==> src/rtl/uart_pkg.sv <==
// Shared UART definitions: receiver FSM state encoding and bit-timing helpers.
// Also used by the transmitter in main_module.
// Optional feature macro: UART_RX_PARITY_EN (adds the PARITY state).
package uart_pkg;

    typedef enum logic [2:0] {
        IDLE      = 3'd0,
        START     = 3'd1,
        DATA      = 3'd2,
`ifdef UART_RX_PARITY_EN
        PARITY    = 3'd3,
`endif
        STOP      = 3'd4,
        WAIT_HIGH = 3'd5
    } uart_state_t;

    // Clock cycles per bit period. Integer division truncates,
    // which gives 86 at 10 MHz / 115200.
    function automatic int calc_clks_per_bit(input int clock_speed, input int baud_rate);
        return clock_speed / baud_rate;
    endfunction

    // Offset from the start-bit edge to its midpoint.
    function automatic int calc_half(input int clks_per_bit);
        return clks_per_bit / 2;
    endfunction

endpackage

==> src/rtl/uart_rx_fifo.sv <==
// Receive buffer for the UART receiver.
// Circular buffer whose pointers carry one extra wrap bit so that the
// full and empty conditions can be told apart. The head entry is always
// visible on pop_data.
module uart_rx_fifo #(
    parameter int DATA_WIDTH = 8,
    parameter int FIFO_DEPTH = 4
) (
    input  logic                  clk,
    input  logic                  rst,
    input  logic                  push,
    input  logic [DATA_WIDTH-1:0] push_data,
    input  logic                  pop,
    output logic [DATA_WIDTH-1:0] pop_data,
    output logic                  full,
    output logic                  empty
);

    localparam int AW = $clog2(FIFO_DEPTH);
    localparam logic [AW:0] PTR_ONE = (AW + 1)'(1);

    logic [DATA_WIDTH-1:0] mem_r [FIFO_DEPTH];
    logic [AW:0]           wr_ptr_r;
    logic [AW:0]           rd_ptr_r;
    logic                  wr_en;
    logic                  rd_en;

    assign empty    = (wr_ptr_r == rd_ptr_r);
    assign full     = (wr_ptr_r[AW] != rd_ptr_r[AW]) &&
                      (wr_ptr_r[AW-1:0] == rd_ptr_r[AW-1:0]);
    // When full, a write is only possible because the head leaves this cycle.
    assign wr_en    = push && (!full || pop);
    assign rd_en    = pop && !empty;
    assign pop_data = mem_r[rd_ptr_r[AW-1:0]];

    // Storage array; cleared on reset so the head output reads zero.
    always_ff @(posedge clk or posedge rst) begin
        if (rst) begin
            for (int i = 0; i < FIFO_DEPTH; i++) begin
                mem_r[i] <= '0;
            end
        end else if (wr_en) begin
            mem_r[wr_ptr_r[AW-1:0]] <= push_data;
        end
    end

    // Read and write pointers, wrapping naturally through the extra bit.
    always_ff @(posedge clk or posedge rst) begin
        if (rst) begin
            wr_ptr_r <= '0;
            rd_ptr_r <= '0;
        end else begin
            if (wr_en) begin
                wr_ptr_r <= wr_ptr_r + PTR_ONE;
            end
            if (rd_en) begin
                rd_ptr_r <= rd_ptr_r + PTR_ONE;
            end
        end
    end

endmodule

==> src/rtl/uart_rx_buffered.sv <==
// UART receiver with a small receive FIFO.
// The serial line is synchronized, then sampled mid-bit by a
// START/DATA/STOP state machine; good bytes are pushed into uart_rx_fifo.
// Optional feature macro: UART_RX_PARITY_EN enables an even-parity bit
// after the data bits, checked in the PARITY state.
module uart_rx_buffered
    import uart_pkg::*;
#(
    parameter int DATA_WIDTH  = 8,
    parameter int BAUD_RATE   = 115200,
    parameter int CLOCK_SPEED = 10000000,
    parameter int FIFO_DEPTH  = 4
) (
    input  logic                  clk,
    input  logic                  rst,
    input  logic                  rtx,
    output logic [DATA_WIDTH-1:0] data_o,
    output logic                  valid_o,
    input  logic                  ready_i,
    output logic                  frame_err_o,
    output logic                  overrun_o,
    output logic                  parity_err_o
);

    localparam int CLKS_PER_BIT = calc_clks_per_bit(CLOCK_SPEED, BAUD_RATE);
    localparam int HALF         = calc_half(CLKS_PER_BIT);
    localparam int CNT_W        = $clog2(CLKS_PER_BIT + 1);
    localparam int BIT_W        = $clog2(DATA_WIDTH + 1);

    logic                  sync_meta_r;
    logic                  rx_sync_r;
    uart_state_t           state_r, state_n;
    logic [CNT_W-1:0]      cnt_r, cnt_n;
    logic [BIT_W-1:0]      bit_r, bit_n;
    logic [DATA_WIDTH-1:0] shift_r, shift_n;
    logic                  push_s;
    logic                  frame_err_s;
    logic                  frame_err_r;
    logic                  overrun_r;
    logic                  fifo_full_s;
    logic                  fifo_empty_s;
    logic                  pop_s;
`ifdef UART_RX_PARITY_EN
    logic                  par_bad_r, par_bad_n;
    logic                  parity_err_s;
    logic                  parity_err_r;

    // Even parity: the parity bit equals the XOR of the data bits.
    function automatic logic even_parity(input logic [DATA_WIDTH-1:0] d);
        return ^d;
    endfunction
`endif

    // Two-flop synchronizer for the asynchronous serial line (idles high).
    always_ff @(posedge clk or posedge rst) begin
        if (rst) begin
            sync_meta_r <= 1'b1;
            rx_sync_r   <= 1'b1;
        end else begin
            sync_meta_r <= rtx;
            rx_sync_r   <= sync_meta_r;
        end
    end

    // Receiver state, timing counter, bit index and shift register.
    always_ff @(posedge clk or posedge rst) begin
        if (rst) begin
            state_r <= IDLE;
            cnt_r   <= '0;
            bit_r   <= '0;
            shift_r <= '0;
`ifdef UART_RX_PARITY_EN
            par_bad_r <= 1'b0;
`endif
        end else begin
            state_r <= state_n;
            cnt_r   <= cnt_n;
            bit_r   <= bit_n;
            shift_r <= shift_n;
`ifdef UART_RX_PARITY_EN
            par_bad_r <= par_bad_n;
`endif
        end
    end

    // Next-state logic: mid-bit sampling, glitch rejection, framing checks.
    always_comb begin
        state_n     = state_r;
        cnt_n       = cnt_r;
        bit_n       = bit_r;
        shift_n     = shift_r;
        push_s      = 1'b0;
        frame_err_s = 1'b0;
`ifdef UART_RX_PARITY_EN
        par_bad_n    = par_bad_r;
        parity_err_s = 1'b0;
`endif
        case (state_r)
            IDLE: begin
                cnt_n = '0;
                bit_n = '0;
`ifdef UART_RX_PARITY_EN
                par_bad_n = 1'b0;
`endif
                if (!rx_sync_r) begin
                    state_n = START;
                end else begin
                    state_n = IDLE;
                end
            end
            START: begin
                if (cnt_r == CNT_W'(HALF - 1)) begin
                    cnt_n = '0;
                    // A line that is high again at mid-start was only a glitch.
                    if (!rx_sync_r) begin
                        state_n = DATA;
                    end else begin
                        state_n = IDLE;
                    end
                end else begin
                    cnt_n = cnt_r + CNT_W'(1);
                end
            end
            DATA: begin
                if (cnt_r == CNT_W'(CLKS_PER_BIT - 1)) begin
                    cnt_n   = '0;
                    shift_n = {rx_sync_r, shift_r[DATA_WIDTH-1:1]};
                    bit_n   = bit_r + BIT_W'(1);
                    if (bit_r == BIT_W'(DATA_WIDTH - 1)) begin
`ifdef UART_RX_PARITY_EN
                        state_n = PARITY;
`else
                        state_n = STOP;
`endif
                    end else begin
                        state_n = DATA;
                    end
                end else begin
                    cnt_n = cnt_r + CNT_W'(1);
                end
            end
`ifdef UART_RX_PARITY_EN
            PARITY: begin
                if (cnt_r == CNT_W'(CLKS_PER_BIT - 1)) begin
                    cnt_n   = '0;
                    state_n = STOP;
                    if (rx_sync_r != even_parity(shift_r)) begin
                        par_bad_n    = 1'b1;
                        parity_err_s = 1'b1;
                    end else begin
                        par_bad_n = 1'b0;
                    end
                end else begin
                    cnt_n = cnt_r + CNT_W'(1);
                end
            end
`endif
            STOP: begin
                if (cnt_r == CNT_W'(CLKS_PER_BIT - 1)) begin
                    cnt_n = '0;
                    if (rx_sync_r) begin
`ifdef UART_RX_PARITY_EN
                        push_s = !par_bad_r;
`else
                        push_s = 1'b1;
`endif
                        state_n = IDLE;
                    end else begin
                        // Low stop bit: drop the byte and wait out any break.
                        frame_err_s = 1'b1;
                        state_n     = WAIT_HIGH;
                    end
                end else begin
                    cnt_n = cnt_r + CNT_W'(1);
                end
            end
            WAIT_HIGH: begin
                if (rx_sync_r) begin
                    state_n = IDLE;
                end else begin
                    state_n = WAIT_HIGH;
                end
            end
            default: begin
                state_n = IDLE;
                cnt_n   = '0;
                bit_n   = '0;
            end
        endcase
    end

    assign valid_o = !fifo_empty_s;
    assign pop_s   = valid_o && ready_i;

    // Registered one-cycle error pulses.
    always_ff @(posedge clk or posedge rst) begin
        if (rst) begin
            frame_err_r <= 1'b0;
            overrun_r   <= 1'b0;
        end else begin
            frame_err_r <= frame_err_s;
            overrun_r   <= push_s && fifo_full_s && !pop_s;
        end
    end

`ifdef UART_RX_PARITY_EN
    // Registered parity error pulse.
    always_ff @(posedge clk or posedge rst) begin
        if (rst) begin
            parity_err_r <= 1'b0;
        end else begin
            parity_err_r <= parity_err_s;
        end
    end
    assign parity_err_o = parity_err_r;
`else
    assign parity_err_o = 1'b0;
`endif

    assign frame_err_o = frame_err_r;
    assign overrun_o   = overrun_r;

    uart_rx_fifo #(
        .DATA_WIDTH (DATA_WIDTH),
        .FIFO_DEPTH (FIFO_DEPTH)
    ) u_fifo (
        .clk       (clk),
        .rst       (rst),
        .push      (push_s),
        .push_data (shift_r),
        .pop       (pop_s),
        .pop_data  (data_o),
        .full      (fifo_full_s),
        .empty     (fifo_empty_s)
    );

endmodule

==> config.mk <==
export PLATFORM = sky130hd
export DESIGN_NAME = uart_rx_buffered
export DESIGN_NICKNAME = d
export VERILOG_FILES = /design/src/rtl/uart_pkg.sv /design/src/rtl/uart_rx_fifo.sv /design/src/rtl/uart_rx_buffered.sv
export SDC_FILE = /design/constraint.sdc
export NUM_CORES = 1
export LEC_CHECK = 0
export ABC_AREA = 1
export CAP_MARGIN = 10
export CORE_MARGIN = 5
export CORE_UTILIZATION = 60
export DETAILED_ROUTE_END_ITERATION = 8
export PLACE_DENSITY = 0.86
export SLEW_MARGIN = 15
export SYNTH_ARGS = -nofsm -noshare
export SYNTH_HDL_FRONTEND = slang
export SYNTH_SLANG_ARGS = --single-unit
==> constraint.sdc <==
create_clock -name clk -period 4.3 [get_ports clk]
set_input_delay 0.86 -clock clk [delete_from_list [all_inputs] [get_ports clk]]
set_output_delay 0.86 -clock clk [all_outputs]
set_load 0.05 [all_outputs]
==> metrics <==
share of layout cells above drive strength 1 approximately 8.4%; met3 WL post-DR between 300 and 400 um; cts hold-fix bufs 0; count leader, synth nand2_1; critical path peak fanout 20; initial antenna violation count 0; clock tree from TritonCTS yes; WHS Endpoint rx_sync_r; DP Worst Slack around 1.5 ns; most used cell, CP nand2_1; total power draw 1280 uW; Crit Path Class register to output port; min cycle time layout roughly 3.2 ns; CTS Buffer Depth 2; final worst path period share 73.6%; PwrDens 357 mW/mm2; placer's final routability congestion estimate between 0.8 and 0.9; ys flop type dfrtp_1; worst hold slack 0.355 ns; Final Skew between 0.015 and 0.02 ns; Final Hold Vio Count 0; area of the multi-input gates between 0.001 and 0.0015 mm2; vias 2717; synth top area cells dfrtp_1 47%, nand2_1 15%, nand4_1 6.6%, o21ai_0 3.9%, nor2_1 3.5%; largest family of logic cells by synthesized area simple AND/OR/NAND/NOR gates; Top Metal Used met4; register area share after synthesis about 49%; unrepaired setup endpoints after global routing false; Arrival @ worst endpoint approximately 2.3 ns; Post-Route WL 6720 um; Worst Path Buf+Inv 2; area grow syn2layout 8.35%; core area between 0.005 and 0.006 mm2; H-Tree Depth 3; Worst-Margin Slew 0.879 ns; CTS buffer count 9; FFs w/ async S/R, synth 100%; wire length on met2 between 3000 and 4000 um; Compound-Gate Fraction of Synth Area about 5.7%; ANT nets after route 0; # setup viols final 0; Crit-path slowest cell clkdlybuf4s50_1; Synth Area in Simple Gates around a third; DR pass1 iterations 5; CTS Sinks 64; CP startpoint kind register; Fmax about 0.32 GHz; unique cell type count in the Yosys netlist 32; Synth top area share between 40% and 50%; top cells by count, synth 134 x nand2_1, 62 x dfrtp_1, 35 x nand4_1, 31 x nor2_1, 26 x o21ai_0; Post CTS Setup Buffer Count 0; CTS clk-pin slew, worst paths approximately 0.06 ns; post-cts sizing count 0; worst-skew pair later-pin latency about 0.34 ns; outcome finished, final reports clean; Synth Cell Area ~0.0033 mm2; setup TNS 0 ns; vias in the first global route 2484; R2R Setup Slk roughly 1.8 ns; adder-cell share of the synthesized area approximately 3.4%; EDFF count, synth 0; ant diodes 0; CP Cell Sequence inv_4, nand2_1, nand2_1, nor2_2, nand2_1, clkdlybuf4s50_1; cell taking the most area after synthesis dfrtp_1; Critical Path RT approximately 3.4 ns; Pleak roughly 0.0018 uW; delay-heaviest family, CP buffers and inverters; Sequential cell area roughly 0.0016 mm2; min-delay src sync_meta_r; die width ~84 um; Slew Limit Headroom between 40% and 50%; Hold Path Class register to register; Root Driver clkbuf_8; fin nets between 400 and 500; worst reg2reg path depth 9; Seq cells post-synth 64; routed wire length per instance 14.0 um; CP max stage delay between 0.7 and 0.8 ns; initial DRC count 287; post-synthesis xor/xnor area fraction under 10%; number of I/O port buffers 14; Avg Synthesized Cell Area 8.37 um2; Warnings, synthesis 0; Mapped Nets around 400; Post-Synthesis Cells just under 400; post-DP HPWL ~4700 um; wire length of the first global-routing pass 11900 um; largest net degree at the start of global routing 42; post-synthesis mux area share 0%; GR Util All Layers 20.7%; M1 wire length between 3000 and 4000 um; WHS Path Cells 0; # DRC 0; Congestion Overflow GR 0; RR Endpoint u_fifo.mem_r[26]; setup ws final 1.14 ns; Slew Viols, Final 0; Die Ht between 80 and 90 um; reg-to-reg critical path startpoint cnt_r[1]; starting density of the core 60.6%; max_cap viols 0; FILL cells between 400 and 500; worst vdd ir ~0.28 mV; post-DR vias/cell 5.67; CP endpoint kind output port; Die ar. about 0.007 mm2; Top Ports 16; std cell rows 27
==> layer usage <==
layer,track usage [%],up-vias
li1,-,1321
met1,28.8,1311
met2,31.7,76
met3,5.50,9
met4,6.87,0
met5,0,-
==> how the worst max path moves through the flow <==
stage,slack (ns),cells after the start,from,to
4_1_cts,1.13,6,u_fifo.rd_ptr_r[0],valid_o
2_1_floorplan,1.71,5,u_fifo.rd_ptr_r[0],data_o[6]
6_report,1.14,6,u_fifo.rd_ptr_r[0],valid_o
5_1_grt,0.95,6,u_fifo.rd_ptr_r[0],valid_o
3_5_place_dp,1.50,6,u_fifo.rd_ptr_r[0],valid_o
3_3_place_gp,1.54,6,u_fifo.rd_ptr_r[0],valid_o
==> cell type report <==
cell class	instances	share of cell area (%)
clock buffer	11	3.96
clock inverter	5	1.58
inverter	23	2.52
multi-input combinational	289	40.4
sequential	64	44.9
tap	72	2.52
timing repair buffer	15	4.13
==> power by group <==
part / total (uW) / internal, uW / switching, uW / leakage [uW]
logic: 118 / 33.8 / 83.8 / 0.000844
registers: 646 / 622 / 24.3 / 0.000879
clock network: 514 / 283 / 231 / 0.0000993
total: 1280 / 938 / 339 / 0.00182
==> cells in the final DEF, fill, tap and decap left out, types with 2 or more instances in the layout <==
cell | netlist | routed
inv_1 | 20 | 19
nand3_1 | 22 | 22
dfstp_2 | 2 | 2
nor3_1 | 2 | 2
nor2_4 | 2 | 2
nand3_4 | 2 | 2
xor2_1 | 5 | 5
dfrtp_1 | 62 | 62
ha_1 | 9 | 9
nand4_1 | 35 | 35
clkbuf_8 | 0 | 10
nand2_2 | 3 | 3
nand2_1 | 134 | 134
o21ai_0 | 26 | 26
clkdlybuf4s50_1 | 0 | 14
nor2_1 | 31 | 31
nor2_2 | 2 | 2
o22ai_1 | 8 | 8
clkinv_2 | 1 | 3
or2_2 | 2 | 2
==> flip-flops by register name, summed over array words and instances (netlist names) <==
name,flops
u_fifo.wr_ptr_r,3
u_fifo.rd_ptr_r,3
u_fifo.mem_r,32
bit_r,4
shift_r,8
overrun_o,1
cnt_r,7
sync_meta_r,1
rx_sync_r,1
state_r,3
frame_err_o,1
==> cell families (layout without fill, tap and decap cells) <==
group / Yosys count / count (layout)
other: 1 / 1
buffers and inverters: 41 / 54
AND/OR/NAND/NOR: 238 / 238
XOR/XNOR: 6 / 6
flip-flops: 64 / 64
AO/OA/AOI/OAI: 35 / 35
adder cells (fa/ha/maj): 9 / 9
==> per-stage QoR <==
step,area [um2],cells,util (%)
3_5_place_dp,3380,463,62.1
2_1_floorplan,3300,394,-
3_3_place_gp,3380,463,62.1
5_1_grt,3570,479,65.7
6_report,3570,479,65.7
4_1_cts,3570,479,65.7
No activity file was read; power rests on OpenSTA's default activity.
